==> src/rtl/add_arbiter.sv <==
// Arbitrates NREQ add requesters onto one shared combinational adder and returns each sum over valid/ready.
// Define ADD_ARB_RR_EN for round-robin arbitration; the default build uses fixed lowest-index priority.
`ifndef INPUTSIZE
`define INPUTSIZE 16
`endif

module add_arbiter #(
  parameter int unsigned WIDTH = `INPUTSIZE,
  parameter int unsigned NREQ  = 4,
  parameter int unsigned IDW   = 2
) (
  input  logic                  clk,
  input  logic                  rst,
  input  logic [NREQ-1:0]       req_valid,
  output logic [NREQ-1:0]       req_ready,
  input  logic [NREQ*WIDTH-1:0] req_a,
  input  logic [NREQ*WIDTH-1:0] req_b,
  input  logic [NREQ-1:0]       req_cin,
  output logic [WIDTH-1:0]      add_a,
  output logic [WIDTH-1:0]      add_b,
  output logic                  add_c0,
  input  logic [WIDTH:0]        add_s,
  output logic [NREQ-1:0]       rsp_valid,
  input  logic [NREQ-1:0]       rsp_ready,
  output logic [WIDTH:0]        rsp_sum,
  output logic [IDW-1:0]        rsp_id,
  output logic                  busy
);

  typedef enum logic [1:0] {
    IDLE = 2'd0,
    ADD  = 2'd1,
    RESP = 2'd2
  } state_t;

  state_t         state;
  state_t         state_nxt;
  logic           grant_any;
  logic [IDW-1:0] grant_id;
  logic           accept;

  assign accept = (state == IDLE) && grant_any;

`ifdef ADD_ARB_RR_EN
  logic [IDW-1:0] ptr;

  // Search starts at the pointer lane and wraps modulo NREQ.
  always_comb begin
    int unsigned idx;
    grant_any = 1'b0;
    grant_id  = '0;
    idx       = 0;
    for (int unsigned k = 0; k < NREQ; k++) begin
      idx = 32'(ptr) + k;
      if (idx >= NREQ) idx = idx - NREQ;
      if (!grant_any && req_valid[IDW'(idx)]) begin
        grant_any = 1'b1;
        grant_id  = IDW'(idx);
      end
    end
  end

  always_ff @(posedge clk) begin
    if (rst) begin
      ptr <= '0;
    end else if (accept) begin
      ptr <= (grant_id == IDW'(NREQ - 1)) ? '0 : grant_id + IDW'(1);
    end
  end
`else
  always_comb begin
    grant_any = 1'b0;
    grant_id  = '0;
    for (int unsigned k = 0; k < NREQ; k++) begin
      if (!grant_any && req_valid[IDW'(k)]) begin
        grant_any = 1'b1;
        grant_id  = IDW'(k);
      end
    end
  end
`endif

  always_ff @(posedge clk) begin
    if (rst) state <= IDLE;
    else     state <= state_nxt;
  end

  always_comb begin
    state_nxt = state;
    case (state)
      IDLE:    if (grant_any) state_nxt = ADD;
      ADD:     state_nxt = RESP;
      RESP:    if (rsp_ready[rsp_id]) state_nxt = IDLE;
      default: state_nxt = IDLE;
    endcase
  end

  always_comb begin
    req_ready = '0;
    rsp_valid = '0;
    busy      = (state != IDLE);
    if (accept)         req_ready[grant_id] = 1'b1;
    if (state == RESP)  rsp_valid[rsp_id]   = 1'b1;
  end

  // Adder operands only move on an accept so the adder stays quiet while idle.
  always_ff @(posedge clk) begin
    if (rst) begin
      add_a   <= '0;
      add_b   <= '0;
      add_c0  <= 1'b0;
      rsp_id  <= '0;
      rsp_sum <= '0;
    end else begin
      if (accept) begin
        add_a  <= req_a[32'(grant_id) * WIDTH +: WIDTH];
        add_b  <= req_b[32'(grant_id) * WIDTH +: WIDTH];
        add_c0 <= req_cin[grant_id];
        rsp_id <= grant_id;
      end
      if (state == ADD) rsp_sum <= add_s;
    end
  end

endmodule
==> config.mk <==
export PLATFORM = sky130hd
export DESIGN_NAME = add_arbiter
export DESIGN_NICKNAME = d
export VERILOG_FILES = /design/src/rtl/add_arbiter.sv
export SDC_FILE = /design/constraint.sdc
export NUM_CORES = 1
export LEC_CHECK = 0
export BUFFER_PORTS_ARGS = -buffer_cell sky130_fd_sc_hd__buf_2
export CAP_MARGIN = 10
export CORE_AREA = 2 2 116 118
export CTS_CLUSTER_SIZE = 30
export DETAILED_ROUTE_END_ITERATION = 16
export DIE_AREA = 0 0 118 120
export PLACE_DENSITY = 0.53
export RECOVER_POWER = 25
export SYNTH_ARGS = -nofsm -noshare
export SYNTH_HDL_FRONTEND = slang
export SYNTH_SLANG_ARGS = --single-unit
==> constraint.sdc <==
create_clock -name clk -period 2.62 [get_ports clk]
set_clock_uncertainty 0.05 [all_clocks]
set_input_delay 0.524 -clock clk [delete_from_list [all_inputs] [get_ports clk]]
set_output_delay 0.524 -clock clk [all_outputs]
set_load 0.02 [all_outputs]
Word level (Yosys, flattened, before mapping). Cells that the tools add are included.

Mux-type cells: 20. Reduce and logical (&&, ||, !) cells: 12. Shift operators: 2. Equal/unequal tests: 4. Order comparisons: 4.

Operator list (number): indexed part select 64 x 7 -> 16 bit (2); two-way mux 1 bit (9); two-way mux 2 bit (4); two-way mux 4 bit (2); logical AND 1 bit (6); less-than comparator 2 x 3 -> 1 bit, second input constant (2); case mux 2 bit (3 select lines) (1); binary-select mux 1 bit (select 2 bit) (2); demux 1 bit (select 2 bit) (2); greater-or-equal comparator 2 x 1 -> 1 bit, second input constant (2); != test 2 bit, second input constant (2); zero test 1 bit (3); == test 2 x 1 -> 1 bit, second input constant (1); == test 2 bit, second input constant (1); zero test 2 bit (1); AND reduction 2 bit (1); nonzero test 2 bit (1).

Bits of input ports: 159. Logic and storage cells: 48. Bits in registers: 54. Output and inout port bits: 61.

Longest topological paths before layout.
Word-level depth: 15. Gate-level depth with buffers: 8. Mapped depth without buffers: 5.

Worst setup path before layout. No wires, ideal clock.

Kind: input-to-output. Start point: input req_valid[1]. End point: output req_ready[2]. Buffers on the path: 1. Cell stages on the path: 4. Data required time: 2046 ps. Data arrival time: 1632 ps. Path slack: 414 ps. Cell sequence: or2_1 -> nor3_2 -> clkbuf_1 -> and2_1.

Word-level cells in the longest chain between the ends: 13. Elaborated cells between the ends (all ways): 18. Those cells by class: 2 x order compare; 9 x mux; 7 x reduce/logical.

RTL lines: start, declared (RTL line 14) `input logic [NREQ-1:0] req_valid,`; logical AND 1 bit * (RTL line 75) `if (!grant_any && req_valid[IDW'(k)]) begin`; two-way mux 1 bit (RTL line 75); zero test 1 bit (RTL line 75); logical AND 1 bit (RTL line 75); two-way mux 1 bit (RTL line 75); zero test 1 bit (RTL line 75); logical AND 1 bit (RTL line 75); two-way mux 2 bit (RTL line 75); less-than comparator 2 x 3 -> 1 bit (implied by the code) or greater-or-equal comparator 2 x 1 -> 1 bit (tied branches) (RTL line 102) `if (accept) req_ready[grant_id] = 1'b1;`; logical AND 1 bit (implied by the code) (RTL line 102); two-way mux 1 bit (implied by the code) (RTL line 102); demux 1 bit (select 2 bit) (RTL line 102); two-way mux 4 bit * (RTL line 102); end, declared (RTL line 15) `output logic [NREQ-1:0] req_ready,`.

Mark *: on every way between the ends. The rest lies on a longest branch, timed or not.

Worst setup path in the final report.
Start point: input req_valid[0]. End point: output req_ready[3].

Word-level cells in the longest chain between the ends: 15. Elaborated cells between the ends (all ways): 20. Those cells by class: 2 x order compare; 10 x mux; 8 x reduce/logical.

RTL lines (RTL line): two-way mux 1 bit * (75); zero test 1 bit (75); logical AND 1 bit (75); two-way mux 1 bit (75); zero test 1 bit (75); logical AND 1 bit (75); two-way mux 1 bit (75); zero test 1 bit (75); logical AND 1 bit (75); two-way mux 2 bit (75); less-than comparator 2 x 3 -> 1 bit (implied by the code) or greater-or-equal comparator 2 x 1 -> 1 bit (tied branches) (102); logical AND 1 bit (implied by the code) (102); two-way mux 1 bit (implied by the code) (102); demux 1 bit (select 2 bit) (102); two-way mux 4 bit * (102).

Marks and branches as above.

==> reports/summary.json <==
{
  "num_vias": {"value": 3732},
  "yosysSeqAreaShare": {"value": 34.3, "unit": "%"},
  "mean_syn_cell_area": {"value": 8.00, "unit": "µm²"},
  "iter_0_drt_violations": {"value": 147},
  "hold_path.class": {"value": "register to register"},
  "final.period_utilization": {"value": 80.7, "unit": "%"},
  "synth_async_sr_flop_share": {"value": 0, "unit": "%"},
  "cp_slowest_stage_delay": {"value": 0.29, "unit": "ns"},
  "yosysMostFrequentCell": {"value": "sky130_fd_sc_hd__dfxtp_1"},
  "placeableCoreArea": {"value": 13000, "unit": "µm²"},
  "start_kind": {"value": "input port"},
  "grt_pass1_wl": {"value": 18.4, "unit": "mm"},
  "cp.arrival": {"value": 1.54, "unit": "ns"},
  "post_synth_net_total": {"value": 553},
  "vdd.ir_drop.worst": {"value": 211, "unit": "µV"},
  "grt_start_max_net_pins": {"value": 30},
  "setup_total_negative_slack": {"value": 0, "unit": "ns"},
  "final-setup-viol-count": {"value": 0},
  "cts_hold_repair.buffers": {"value": 0},
  "layout.filler_cells": {"value": 1427},
  "design_power_total": {"value": 0.00243, "unit": "W"},
  "synth_edf_count": {"value": 0},
  "power.leakage": {"value": 2.11, "unit": "nW"},
  "crit_required": {"value": 2.05, "unit": "ns"},
  "total_die_area": {"value": 14200, "unit": "µm²"},
  "max_cap_violations": {"value": 0},
  "drive_above_1_share": {"value": 37.9, "unit": "%"},
  "post-route-drc-count": {"value": 0},
  "gp_congestion": {"value": 0.801},
  "antenna_found_initial": {"value": 0},
  "chipHeight": {"value": 120, "unit": "µm"},
  "powerDensity": {"value": 538, "unit": "nW/µm²"},
  "grt_overflow": {"value": 0},
  "post_cts_buffers": {"value": 0},
  "crit_fanout": {"value": 18},
  "rsz_0062_raised_after_global_routing": {"value": "no"},
  "synth_seq_cells": {"value": 54},
  "synth.top_cells.by_area": {"value": "sky130_fd_sc_hd__dfxtp_1 34%, sky130_fd_sc_hd__a211oi_1 12%, sky130_fd_sc_hd__mux2i_1 7.9%, sky130_fd_sc_hd__nand2_1 5.5%, sky130_fd_sc_hd__a2111oi_0 5.3%"},
  "synthTopCellsByCount": {"value": "54 x sky130_fd_sc_hd__dfxtp_1, 50 x sky130_fd_sc_hd__a211oi_1, 46 x sky130_fd_sc_hd__nand2_1"},
  "outcome": {"value": "complete, no violations"},
  "hpwlAfterDp": {"value": 8.59, "unit": "mm"},
  "detail_route.vias_per_cell": {"value": 4.82},
  "numPortBuffers": {"value": 219},
  "overall_global_routing_resource_usage": {"value": 15.9, "unit": "%"},
  "clk_root_buffer_cell": {"value": "sky130_fd_sc_hd__clkbuf_16"},
  "timing.final.max_slew_violations": {"value": 0},
  "floorplan.die.width": {"value": 118, "unit": "µm"},
  "io_pins": {"value": 220},
  "synthesis.yosys.warnings": {"value": 0},
  "cts.sinks": {"value": 54},
  "drtAntennaViolNets": {"value": 0},
  "path_type_of_the_worst_setup_path": {"value": "input port to primary output"},
  "synth.cell_area": {"value": 3150, "unit": "µm²"},
  "route.final.wire_length": {"value": 11.5, "unit": "mm"},
  "areaGrowthSynthToFinish": {"value": 43.7, "unit": "%"},
  "cts.reportedPaths.clkPinSlew": {"value": 0.08, "unit": "ns"},
  "cts_inserted_buffers": {"value": 5},
  "worst_slew_margin_rel": {"value": 55.0, "unit": "%"},
  "floorplan.initialDensity": {"value": 24.3, "unit": "%"},
  "cts_resized": {"value": 0},
  "synth_cells": {"value": 394},
  "placement_rows": {"value": 42},
  "tritoncts_clock_tree": {"value": "built"},
  "rrSetupSlack": {"value": 0.77, "unit": "ns"},
  "num-nets-final": {"value": 757},
  "timing.hold.ws": {"value": 0.404, "unit": "ns"},
  "post-synth-top-area-fraction": {"value": 34.3, "unit": "%"},
  "clkLatencyLatePin": {"value": 0.30, "unit": "ns"},
  "max_clock_freq": {"value": 0.473, "unit": "GHz"},
  "first_global_vias": {"value": 3696},
  "worst-slew-pin-transition": {"value": 0.675, "unit": "ns"},
  "yosys.area.top_type": {"value": "sky130_fd_sc_hd__dfxtp_1"},
  "drt_pass1_iterations": {"value": 4},
  "antenna_cells": {"value": 0},
  "avgRoutedWirePerCell": {"value": 14.8, "unit": "µm"},
  "crit_path_cell_trace": {"value": "buf_2 -> or2_1 -> buf_4 -> nor3_1 -> buf_2"},
  "worst_setup_path_end_kind": {"value": "primary output"},
  "period_minus_slack": {"value": 2.11, "unit": "ns"},
  "h-tree-depth": {"value": 2},
  "synthFlopType": {"value": "sky130_fd_sc_hd__dfxtp_1"},
  "synthDistinctLibCells": {"value": 34},
  "finalHoldViolCount": {"value": 0},
  "cts-root-to-sink-buffers": {"value": 2},
  "critPathMostFrequentCell": {"value": "sky130_fd_sc_hd__buf_2"},
  "crit_slowest_cell": {"value": "sky130_fd_sc_hd__or2_1"}
}
==> worst max-delay path, delay by kind of cell <==
kind	cells	cell delay, ns
buf+inv	3	0.58
simple gates	2	0.43
==> per-layer routing <==
metal	track usage, %	up-vias	routed length (µm)
met5	0	-	0
met4	4.74	0	185
met3	3.18	12	730
met2	27.0	142	5540
met1	20.3	1729	5010
li1	-	1849	-
==> worst paths after layout <==
path / start / cells past startpoint / endpoint
worst min register to register: rsp_sum[16] / 2 / rsp_sum[16]
worst max register to register: state[1] / 6 / add_b[9]
worst min-delay path: rsp_sum[16] / 2 / rsp_sum[16]
worst max-delay path: req_valid[0] / 5 / req_ready[3]
==> cell type report <==
type | count | area, µm² | share of cell area, %
timing repair buffer | 236 | 1200 | 26.5
tap | 176 | 220 | 4.86
sequential | 54 | 1080 | 23.9
clock buffer | 6 | 139 | 3.07
multi-input combinational | 274 | 1770 | 39.1
clock inverter | 2 | 12.5 | 0.276
inverter | 27 | 101 | 2.24
==> where the power goes <==
part	switching (W)	total (W)	internal, W
sequential	0.0000551	0.000971	0.000916
clock	0.000305	0.000685	0.000379
combinational	0.000475	0.000778	0.000304
==> placed cells by master, fill, tap and decap left out, types with 19 or more instances in the layout <==
cell type | Yosys | routed
sky130_fd_sc_hd__nor2_1 | 29 | 29
sky130_fd_sc_hd__inv_1 | 26 | 26
sky130_fd_sc_hd__mux2i_1 | 25 | 25
sky130_fd_sc_hd__clkbuf_1 | 21 | 28
sky130_fd_sc_hd__a21oi_1 | 21 | 21
sky130_fd_sc_hd__buf_2 | 10 | 191
sky130_fd_sc_hd__nand2_1 | 46 | 46
sky130_fd_sc_hd__a211oi_1 | 50 | 50
sky130_fd_sc_hd__dfxtp_1 | 54 | 54
sky130_fd_sc_hd__a2111oi_0 | 19 | 19
==> cell families after synthesis <==
family                 share of synthesized area [%]
AO/OA/AOI/OAI                                   32.0
AND/OR/NAND/NOR                                 15.3
buffers and inverters                           9.69
flip-flops                                      34.3
multiplexers                                    8.66
==> registers in the layout, summed over array words and instances, names as in the netlist <==
register / flops
rsp_sum: 17
add_a: 16
add_b: 16
rsp_id: 2
state: 2
add_c0: 1
==> stage by stage <==
step / util (%) / instance area [µm²] / setup WS [ns] / std cells
2_1_floorplan: - / 3150 / 0.414 / 394
3_3_place_gp: 34.0 / 4410 / 0.508 / 767
3_5_place_dp: 34.0 / 4410 / 0.464 / 767
4_1_cts: 35.1 / 4560 / 0.493 / 775
5_1_grt: 34.9 / 4530 / 0.390 / 775
6_report: 34.9 / 4530 / 0.507 / 775
(Power assumes the default switching activity.)
